`src/rtl/drum_access_sequencer_if.sv`:
```
// ---------------------------------------------------------------------------
// drum_access_sequencer_if
//   Bundles the drum timing tracks, the two requester ports and the drum
//   control outputs of the drum access sequencer.
//   slave  : view used by the sequencer (tracks/requests in, control out)
//   master : view used by the drum model and requesters driving the sequencer
//   Signals:
//     Z2, Z3, W1           word-marker track, sector-address track, drum ready
//     REQx/TRKx/ADRx/WRx   per-requester request level, track, word, direction
//     GNTx, DONE, ERR      grant, completion pulse, completion status
//     TRACK                head select
//     RD_GATE, WR_GATE     transfer gates
//     BITIDX, LOCK         bit index within word, word timing synchronised
// ---------------------------------------------------------------------------
interface drum_access_sequencer_if;
   logic       Z2;
   logic       Z3;
   logic       W1;
   logic       REQ0;
   logic       REQ1;
   logic [4:0] TRK0;
   logic [4:0] TRK1;
   logic [6:0] ADR0;
   logic [6:0] ADR1;
   logic       WR0;
   logic       WR1;
   logic       GNT0;
   logic       GNT1;
   logic       DONE;
   logic       ERR;
   logic [4:0] TRACK;
   logic       RD_GATE;
   logic       WR_GATE;
   logic [5:0] BITIDX;
   logic       LOCK;

   modport slave (
      input  Z2, Z3, W1, REQ0, REQ1, TRK0, TRK1, ADR0, ADR1, WR0, WR1,
      output GNT0, GNT1, DONE, ERR, TRACK, RD_GATE, WR_GATE, BITIDX, LOCK
   );

   modport master (
      output Z2, Z3, W1, REQ0, REQ1, TRK0, TRK1, ADR0, ADR1, WR0, WR1,
      input  GNT0, GNT1, DONE, ERR, TRACK, RD_GATE, WR_GATE, BITIDX, LOCK
   );
endinterface

```
`src/rtl/drum_access_sequencer.sv`:
```
// ---------------------------------------------------------------------------
// drum_access_sequencer
//   Recovers word timing from the drum marker track, tracks the sector
//   address of the word coming under the heads, arbitrates two requesters
//   round-robin and gates one 40-bit word transfer per granted access.
//   Ports:
//     Z1   bit clock, one rising edge per drum bit time
//     CLR  asynchronous active-low clear
//     bus  drum_access_sequencer_if.slave (tracks, requests, drum control)
//   BITIDX names the drum bit sampled on the most recent Z1 edge.
// ---------------------------------------------------------------------------
module drum_access_sequencer (
   input  logic                          Z1,
   input  logic                          CLR,
   drum_access_sequencer_if.slave        bus
);

   localparam logic [5:0] LAST_BIT     = 6'd39;
   localparam logic [5:0] SECT_FIRST   = 6'd32;
   localparam logic [5:0] SECT_LAST    = 6'd38;
   localparam logic [7:0] TIMEOUT_LAST = 8'd128;

   typedef enum logic [1:0] {
      IDLE   = 2'd0,
      SEEK   = 2'd1,
      XFER   = 2'd2,
      FINISH = 2'd3
   } state_t;

   state_t     state_q, state_d;
   logic [1:0] run_q, run_d;
   logic [5:0] phase_q, phase_d;
   logic       lock_q, lock_d;
   logic [6:0] sector_q, sector_d;
   logic       gnt0_q, gnt0_d;
   logic       gnt1_q, gnt1_d;
   logic       pri_q, pri_d;
   logic [4:0] trk_q, trk_d;
   logic [6:0] adr_q, adr_d;
   logic       wr_q, wr_d;
   logic [7:0] to_q, to_d;
   logic       err_q, err_d;
   logic       word_start;

   // Marker track ends each word with exactly two high bits (38-39); the
   // three-bit run at 31-33 is rejected by requiring a run length of 2.
   assign word_start = !bus.Z2 && (run_q == 2'd2);

   always_comb begin
      run_d    = run_q;
      phase_d  = phase_q;
      lock_d   = lock_q;
      sector_d = sector_q;

      if (bus.Z2) begin
         run_d = (run_q == 2'd3) ? run_q : run_q + 2'd1;
      end else begin
         run_d = 2'd0;
      end

      if (word_start) begin
         phase_d = 6'd0;
         // Unlocked: any start acquires lock. Locked: a start that does not
         // follow bit 39 means slipped timing, so drop lock and resync.
         lock_d  = lock_q ? (phase_q == LAST_BIT) : 1'b1;
      end else if (phase_q == LAST_BIT) begin
         phase_d = 6'd0;
      end else begin
         phase_d = phase_q + 6'd1;
      end

      // Bit being sampled now is phase_d; address arrives LSB first.
      if ((phase_d >= SECT_FIRST) && (phase_d <= SECT_LAST)) begin
         sector_d = {bus.Z3, sector_q[6:1]};
      end
   end

   always_comb begin
      state_d = state_q;
      gnt0_d  = gnt0_q;
      gnt1_d  = gnt1_q;
      pri_d   = pri_q;
      trk_d   = trk_q;
      adr_d   = adr_q;
      wr_d    = wr_q;
      to_d    = to_q;
      err_d   = err_q;

      unique case (state_q)
         IDLE: begin
            // pri_q = 0 favours requester 0 on a tie, 1 favours requester 1.
            if (bus.REQ0 && (!bus.REQ1 || !pri_q)) begin
               gnt0_d  = 1'b1;
               trk_d   = bus.TRK0;
               adr_d   = bus.ADR0;
               wr_d    = bus.WR0;
               to_d    = 8'd0;
               err_d   = 1'b0;
               state_d = SEEK;
            end else if (bus.REQ1) begin
               gnt1_d  = 1'b1;
               trk_d   = bus.TRK1;
               adr_d   = bus.ADR1;
               wr_d    = bus.WR1;
               to_d    = 8'd0;
               err_d   = 1'b0;
               state_d = SEEK;
            end
         end

         SEEK: begin
            // At bit 39 the sector register names the word starting next.
            if (phase_q == LAST_BIT) begin
               if (lock_q && (sector_q == adr_q)) begin
                  if (wr_q && !bus.W1) begin
                     err_d   = 1'b1;
                     state_d = FINISH;
                  end else begin
                     state_d = XFER;
                  end
               end else if (to_q == TIMEOUT_LAST) begin
                  err_d   = 1'b1;
                  state_d = FINISH;
               end else begin
                  to_d = to_q + 8'd1;
               end
            end
         end

         XFER: begin
            if (!lock_q) begin
               err_d   = 1'b1;
               state_d = FINISH;
            end else if (phase_q == LAST_BIT) begin
               err_d   = 1'b0;
               state_d = FINISH;
            end
         end

         FINISH: begin
            gnt0_d  = 1'b0;
            gnt1_d  = 1'b0;
            pri_d   = gnt0_q;
            state_d = IDLE;
         end

         default: state_d = IDLE;
      endcase
   end

   always_ff @(posedge Z1 or negedge CLR) begin
      if (!CLR) begin
         state_q  <= IDLE;
         run_q    <= 2'd0;
         phase_q  <= 6'd0;
         lock_q   <= 1'b0;
         sector_q <= 7'd0;
         gnt0_q   <= 1'b0;
         gnt1_q   <= 1'b0;
         pri_q    <= 1'b0;
         trk_q    <= 5'd0;
         to_q     <= 8'd0;
         err_q    <= 1'b0;
      end else begin
         state_q  <= state_d;
         run_q    <= run_d;
         phase_q  <= phase_d;
         lock_q   <= lock_d;
         sector_q <= sector_d;
         gnt0_q   <= gnt0_d;
         gnt1_q   <= gnt1_d;
         pri_q    <= pri_d;
         trk_q    <= trk_d;
         to_q     <= to_d;
         err_q    <= err_d;
      end
   end

   // Latched request payload; only meaningful while a grant is held.
   always_ff @(posedge Z1) begin
      adr_q <= adr_d;
      wr_q  <= wr_d;
   end

   assign bus.GNT0    = gnt0_q;
   assign bus.GNT1    = gnt1_q;
   assign bus.DONE    = (state_q == FINISH);
   assign bus.ERR     = (state_q == FINISH) && err_q;
   assign bus.TRACK   = trk_q;
   // Gates are qualified by lock so a lost lock stops the transfer at once.
   assign bus.RD_GATE = (state_q == XFER) && lock_q && !wr_q;
   assign bus.WR_GATE = (state_q == XFER) && lock_q && wr_q;
   assign bus.BITIDX  = phase_q;
   assign bus.LOCK    = lock_q;

endmodule

```
`src/flat_wrapper.sv`:
```
// flat-port wrapper written by rule: the top's interface ports become plain ports
module drum_access_sequencer_flat 
  (Z1, CLR, bus_Z2, bus_Z3, bus_W1, bus_REQ0, bus_REQ1, bus_TRK0, bus_TRK1, bus_ADR0, bus_ADR1, bus_WR0, bus_WR1, bus_GNT0, bus_GNT1, bus_DONE, bus_ERR, bus_TRACK, bus_RD_GATE, bus_WR_GATE, bus_BITIDX, bus_LOCK);
  drum_access_sequencer_if bus_i ();
  input  logic Z1;
  input  logic CLR;
  input wire logic [$bits(bus_i.Z2)-1:0] bus_Z2;
  input wire logic [$bits(bus_i.Z3)-1:0] bus_Z3;
  input wire logic [$bits(bus_i.W1)-1:0] bus_W1;
  input wire logic [$bits(bus_i.REQ0)-1:0] bus_REQ0;
  input wire logic [$bits(bus_i.REQ1)-1:0] bus_REQ1;
  input wire logic [$bits(bus_i.TRK0)-1:0] bus_TRK0;
  input wire logic [$bits(bus_i.TRK1)-1:0] bus_TRK1;
  input wire logic [$bits(bus_i.ADR0)-1:0] bus_ADR0;
  input wire logic [$bits(bus_i.ADR1)-1:0] bus_ADR1;
  input wire logic [$bits(bus_i.WR0)-1:0] bus_WR0;
  input wire logic [$bits(bus_i.WR1)-1:0] bus_WR1;
  output wire logic [$bits(bus_i.GNT0)-1:0] bus_GNT0;
  output wire logic [$bits(bus_i.GNT1)-1:0] bus_GNT1;
  output wire logic [$bits(bus_i.DONE)-1:0] bus_DONE;
  output wire logic [$bits(bus_i.ERR)-1:0] bus_ERR;
  output wire logic [$bits(bus_i.TRACK)-1:0] bus_TRACK;
  output wire logic [$bits(bus_i.RD_GATE)-1:0] bus_RD_GATE;
  output wire logic [$bits(bus_i.WR_GATE)-1:0] bus_WR_GATE;
  output wire logic [$bits(bus_i.BITIDX)-1:0] bus_BITIDX;
  output wire logic [$bits(bus_i.LOCK)-1:0] bus_LOCK;
  assign bus_i.Z2 = bus_Z2;
  assign bus_i.Z3 = bus_Z3;
  assign bus_i.W1 = bus_W1;
  assign bus_i.REQ0 = bus_REQ0;
  assign bus_i.REQ1 = bus_REQ1;
  assign bus_i.TRK0 = bus_TRK0;
  assign bus_i.TRK1 = bus_TRK1;
  assign bus_i.ADR0 = bus_ADR0;
  assign bus_i.ADR1 = bus_ADR1;
  assign bus_i.WR0 = bus_WR0;
  assign bus_i.WR1 = bus_WR1;
  assign bus_GNT0 = bus_i.GNT0;
  assign bus_GNT1 = bus_i.GNT1;
  assign bus_DONE = bus_i.DONE;
  assign bus_ERR = bus_i.ERR;
  assign bus_TRACK = bus_i.TRACK;
  assign bus_RD_GATE = bus_i.RD_GATE;
  assign bus_WR_GATE = bus_i.WR_GATE;
  assign bus_BITIDX = bus_i.BITIDX;
  assign bus_LOCK = bus_i.LOCK;
  drum_access_sequencer u_core (.Z1(Z1), .CLR(CLR), .bus(bus_i));
endmodule
```
`config.mk`:
```
export PLATFORM = sky130hd
export DESIGN_NAME = drum_access_sequencer_flat
export DESIGN_NICKNAME = d
export VERILOG_FILES = /design/src/rtl/drum_access_sequencer_if.sv /design/src/rtl/drum_access_sequencer.sv /design/src/flat_wrapper.sv
export SDC_FILE = /design/constraint.sdc
export NUM_CORES = 1
export LEC_CHECK = 0
export ABC_AREA = 1
export CORE_MARGIN = 4
export CORE_UTILIZATION = 30
export CTS_BUF_LIST = sky130_fd_sc_hd__clkbuf_8
export CTS_CLUSTER_DIAMETER = 200
export DETAILED_ROUTE_END_ITERATION = 10
export GPL_TIMING_DRIVEN = 0
export SKIP_LAST_GASP = 1
export SLEW_MARGIN = 30
export SYNTH_ARGS = -nofsm -noshare
export SYNTH_HDL_FRONTEND = slang
export SYNTH_SLANG_ARGS = --single-unit
```
`constraint.sdc`:
```
create_clock -name Z1 -period 2.3 [get_ports Z1]
set_input_delay 0.575 -clock Z1 [delete_from_list [all_inputs] [get_ports Z1]]
set_output_delay 0.575 -clock Z1 [all_outputs]
set_load 0.1 [all_outputs]
```
== Word-level counts from Yosys, hierarchy flattened ==
Index checks and enable logic that the tools add are counted.

* Equal/unequal tests: 19
* Add/sub/neg operators: 3
* Reductions and logical operators: 26
* Order comparisons: 2
* Multiplexer cells: 40

{| class="wikitable"
|+ Operators with widths
! cell !! count
|-
| 8-bit 2-to-1 mux || 5
|-
| 2-bit 2-to-1 mux || 9
|-
| 8-bit one-hot mux with 2 select lines || 1
|-
| 1-bit 2-to-1 mux || 15
|-
| 7-bit 2-to-1 mux || 2
|-
| 6-bit 2-to-1 mux || 2
|-
| 5-bit 2-to-1 mux || 2
|-
| 2-bit inequality test (second input constant) || 5
|-
| 1-bit logical AND || 9
|-
| 8-bit by 1-bit adder with 8-bit output (second input constant) || 1
|-
| 2-bit == test (second input constant) || 4
|-
| 8-bit == test (second input constant) || 1
|-
| 2-bit one-hot mux with 4 select lines || 1
|-
| 7-bit == test || 1
|-
| 6-bit by 1-bit adder with 6-bit output (second input constant) || 1
|-
| 6-bit == test (second input constant) || 1
|-
| 6-bit greater-or-equal comparator (second input constant) || 1
|-
| 6-bit <= comparator (second input constant) || 1
|-
| 3-bit inequality test (second input constant) || 2
|-
| 6-bit AND reduction || 1
|-
| 2-bit nonzero test || 3
|-
| 1-bit logical NOT || 5
|-
| 5-bit AND reduction || 1
|-
| 2-bit by 1-bit inequality test with 1-bit output (second input constant) || 2
|-
| 12 further kinds || 14
|}

* Flip-flop bits (word level): 43
* Word-level logic and storage cells: 103
* Bits of input ports: 33

== Depth between registers and ports, before layout ==
* Depth in word-level cells: 6
* Depth in mapped cells: 11

== Least setup slack after synthesis ==
OpenSTA, ideal clock, no wires.

* Path kind: flip-flop to output port
* Start: reg u_core.lock_q (netlist: u_core.bus.LOCK)
* End: out bus_RD_GATE
* Slack: -0.710 ns
* Arrival time: 2.435 ns
* Cell stages (with the launch flop): 3
* Path buffers: 0
* Cells stage by stage: dfrtp_1 -> nand2_1 -> nor2_1

* Longest elaborated chain between the ends: 2

{| class="wikitable"
|+ Ends and longest elaborated chain
! element !! RTL line !! RTL
|-
| start: declaration || drum_access_sequencer.sv:33 || <nowiki>logic lock_q, lock_d;</nowiki>
|-
| start signal: assignment || drum_access_sequencer.sv:168 || <nowiki>lock_q <= lock_d;</nowiki>
|-
| 1-bit logical AND (2 in a row) || drum_access_sequencer.sv:191 || <nowiki>assign bus.RD_GATE = (state_q == XFER) && lock_q && !wr_q;</nowiki>
|-
| end: declaration || flat_wrapper.sv:23 || <nowiki>output wire logic [$bits(bus_i.RD_GATE)-1:0] bus_RD_GATE;</nowiki>
|}

Every way passes these cells.

== Worst setup path in the final report ==
* Start: reg u_core.state_q[0]
* End: out bus_ERR

* Longest elaborated chain between the ends: 2

{| class="wikitable"
|+ Ends and longest elaborated chain
! element !! RTL line !! RTL
|-
| start: declaration || drum_access_sequencer.sv:30 || <nowiki>state_t state_q, state_d;</nowiki>
|-
| start signal: assignment || drum_access_sequencer.sv:165 || <nowiki>state_q <= state_d;</nowiki>
|-
| 2-bit == test || drum_access_sequencer.sv:188 || <nowiki>assign bus.ERR = (state_q == FINISH) && err_q;</nowiki>
|-
| 1-bit logical AND || drum_access_sequencer.sv:188 ||
|-
| end: declaration || flat_wrapper.sv:21 || <nowiki>output wire logic [$bits(bus_i.ERR)-1:0] bus_ERR;</nowiki>
|}

Every way passes these cells.

==> qor.yml <==
status: "finished, final reports clean"
viasPerCell: 4.230
layout_min_cycle_time_ns: 2.203
grt_pass1_wl_um: 9218
worstReg2RegEnd: "u_core.state_q[0]"
reg2reg_slack_ns: 0.55
cts_setup_buffers: 0
max-cap-violations: 0
grtUsageTotal: 0.1126
fin_crit_sh: 0.9579
clockBufferDepth: 2
instances_no_fill: 499
area_delta_synth_final_pct: 29.23
syn_area_um2: 2521
synthMuxAreaShare: 0
via_count: 2111
cts_tree: "yes"
crit_path_start: "u_core.state_q[0]"
seq_area_frac_synth: 0.4427
syn_nets: 378
crit_required_ns: 1.73
clk_latency_ns: 0.29
reg2reg_depth: 10
ctsHoldBuffers: 0
drtAntennaViolNets: 0
crit_path_start_kind: "flip-flop"
setup_viol: 0
hold_slack_ns: 0.1736
end_kind: "output port"
cts_sinks: 43
r2r_start: "u_core.state_q[0]"
layout_commonest_cell: "nand2_1"
slew_violations: 0
synthCells: 335
skew_ns: 0.008451
yosysTopAreaCell: "dfrtp_1"
dp_slack_ns: -0.4083
clk_pin_slew_ns: 0.08
arrival_ns: 1.63
die_h_um: 99.67
setup_ws_ns: 0.09685
grt_max_degree: 24
cts_buffers: 5
io_buffers: 50
cts_max_level: 2
post_synth.cell_area_avg_um2: 7.526
synth_top_family_by_area: "simple AND/OR/NAND/NOR gates"
synth_xor_area_frac: 0.02084
overflow: 0
ir_drop_mv: 0.6062
grt_pass1_vias: 2142
root_buffer: "clkbuf_8"
antenna_found_initial: 0
fp-row-count: 33
worst_slew_margin_rel: 0.3544
finalHoldViolations: 0
start_util: 0.3084
p_leak_nw: 1.663
drive_gt1_frac: 0.09391
n_antenna_cell: 0
holdCritPathClass: "input port to asynchronous set/reset pin"
dp_cells: 491
cp_max_fo: 5
first_pass_iters: 4
synthSimpleGateAreaFrac: 0.3216
fmax_mhz: 453.9
wl_per_cell_um: 10.28
die_w_um: 99.67
pin_count: 51
crit_type: "flip-flop to output port"
dieArea_um2: 9934
rsz0062_at_grt: "no"
synth_cell_types: 31
synth_compound_area_frac: 0.08089
netlist.area_leader.share: 0.3474
wl_um: 5132
yosysWarningCount: 0
p_total_mw: 4.364
yosys.area_share.adder: 0.04963
ys_ff_latch: 43
drc_errors: 0
dp_hpwl_um: 4216
core_area_um2: 8175
nNetsFinal: 436
routabilityCongestion: 0.7724
synthTopCellsByArea: "dfrtp_1 (35%), nand2_1 (19%), edfxtp_1 (9.5%)"
layout_common_cells: "nand2_1 (127), inv_1 (48), dfrtp_1 (34)"
tightest_slew_ns: 0.9723
drtIter0Drc: 69
power_density_nw_per_um2: 1339
[logic make-up (layout without fill, tap and decap cells)]
logic type,count (synthesis),count (layout)
compound gates,31,31
fa+ha+maj,10,10
flops,43,43
buf+inv,54,113
simple gates,191,191
xor+xnor,6,6
[where the power goes]
group / switching (mW) / internal [mW] / total [mW]
clock: 0.244 / 0.238 / 0.482
combinational: 1.96 / 0.641 / 2.61
sequential: 0.226 / 1.05 / 1.28
[cell type report]
cell class	count	area [um2]
fill	844	4917
multi-input combinational	238	1210
sequential	43	1117
timing repair buffer	51	495.5
inverter	49	183.9
tap	105	131.4
clock buffer	6	82.58
buffer	5	28.78
clock inverter	2	8.758
[worst max-delay path by stage]
stage / end / cells past startpoint / slack (ns)
5_1_grt: bus_ERR / 4 / 0.009
4_1_cts: bus_WR_GATE / 5 / -0.16
2_1_floorplan: u_core.to_q[2] / 11 / 0.04
3_5_place_dp: bus_WR_GATE / 5 / -0.41
3_3_place_gp: bus_WR_GATE / 5 / -0.39
6_report: bus_ERR / 4 / 0.1
[cells in the mapped netlist, drive strengths merged]
cell     instances
a211oi           1
a21oi            7
a2bb2oi          1
a31oi            6
buf              3
clkbuf           2
dfrtp           35
edfxtp           8
ha              10
inv             49
nand2          131
nand3           16
nand3b           1
nand4            5
nor2            36
nor3             2
o21ai           14
o21bai           1
o32ai            1
xor2             6
[per-stage QoR]
step / utilization / TNS, ns / instance area (um2)
6_report: 0.3985 / 0 / 3258
5_1_grt: 0.3985 / 0 / 3258
4_1_cts: 0.3990 / -0.1636 / 3262
3_5_place_dp: 0.3898 / -1.046 / 3187
3_3_place_gp: 0.3880 / -9.129 / 3172
2_1_floorplan: - / 0 / 2540
[flip-flops by register name, indices dropped and copies added, names as in the netlist]
signal and count:
u_core.to_q 8, u_core.bus.BITIDX 6, u_core.wr_q 1, u_core.err_q 1, u_core.bus.GNT0 1, u_core.state_q 2
u_core.bus.LOCK 1, u_core.run_q 2, u_core.bus.TRACK 5, u_core.sector_q 7, u_core.pri_q 1, u_core.adr_q 7
u_core.bus.GNT1 1
[metal layers]
layer,GRT usage,vias up,share of wire
met4,0.03466,0,0.011
met2,0.1791,49,0.44
met5,0,-,0
met3,0.03436,5,0.063
met1,0.1467,903,0.49
li1,-,1154,-
[timing repair]
item                                    CTS  global route
endpoints found under the setup margin   18             1
gates resized for setup                  29             4
gates cloned                              0             0
[critical path, stage by stage, from the launching register on]
cell	delay, ns
dfrtp_1	0.42
ha_2	0.26
nand2_1	0.06
inv_1	0.05
clkdlybuf4s15_2	0.55
(Power assumes the default switching activity.)
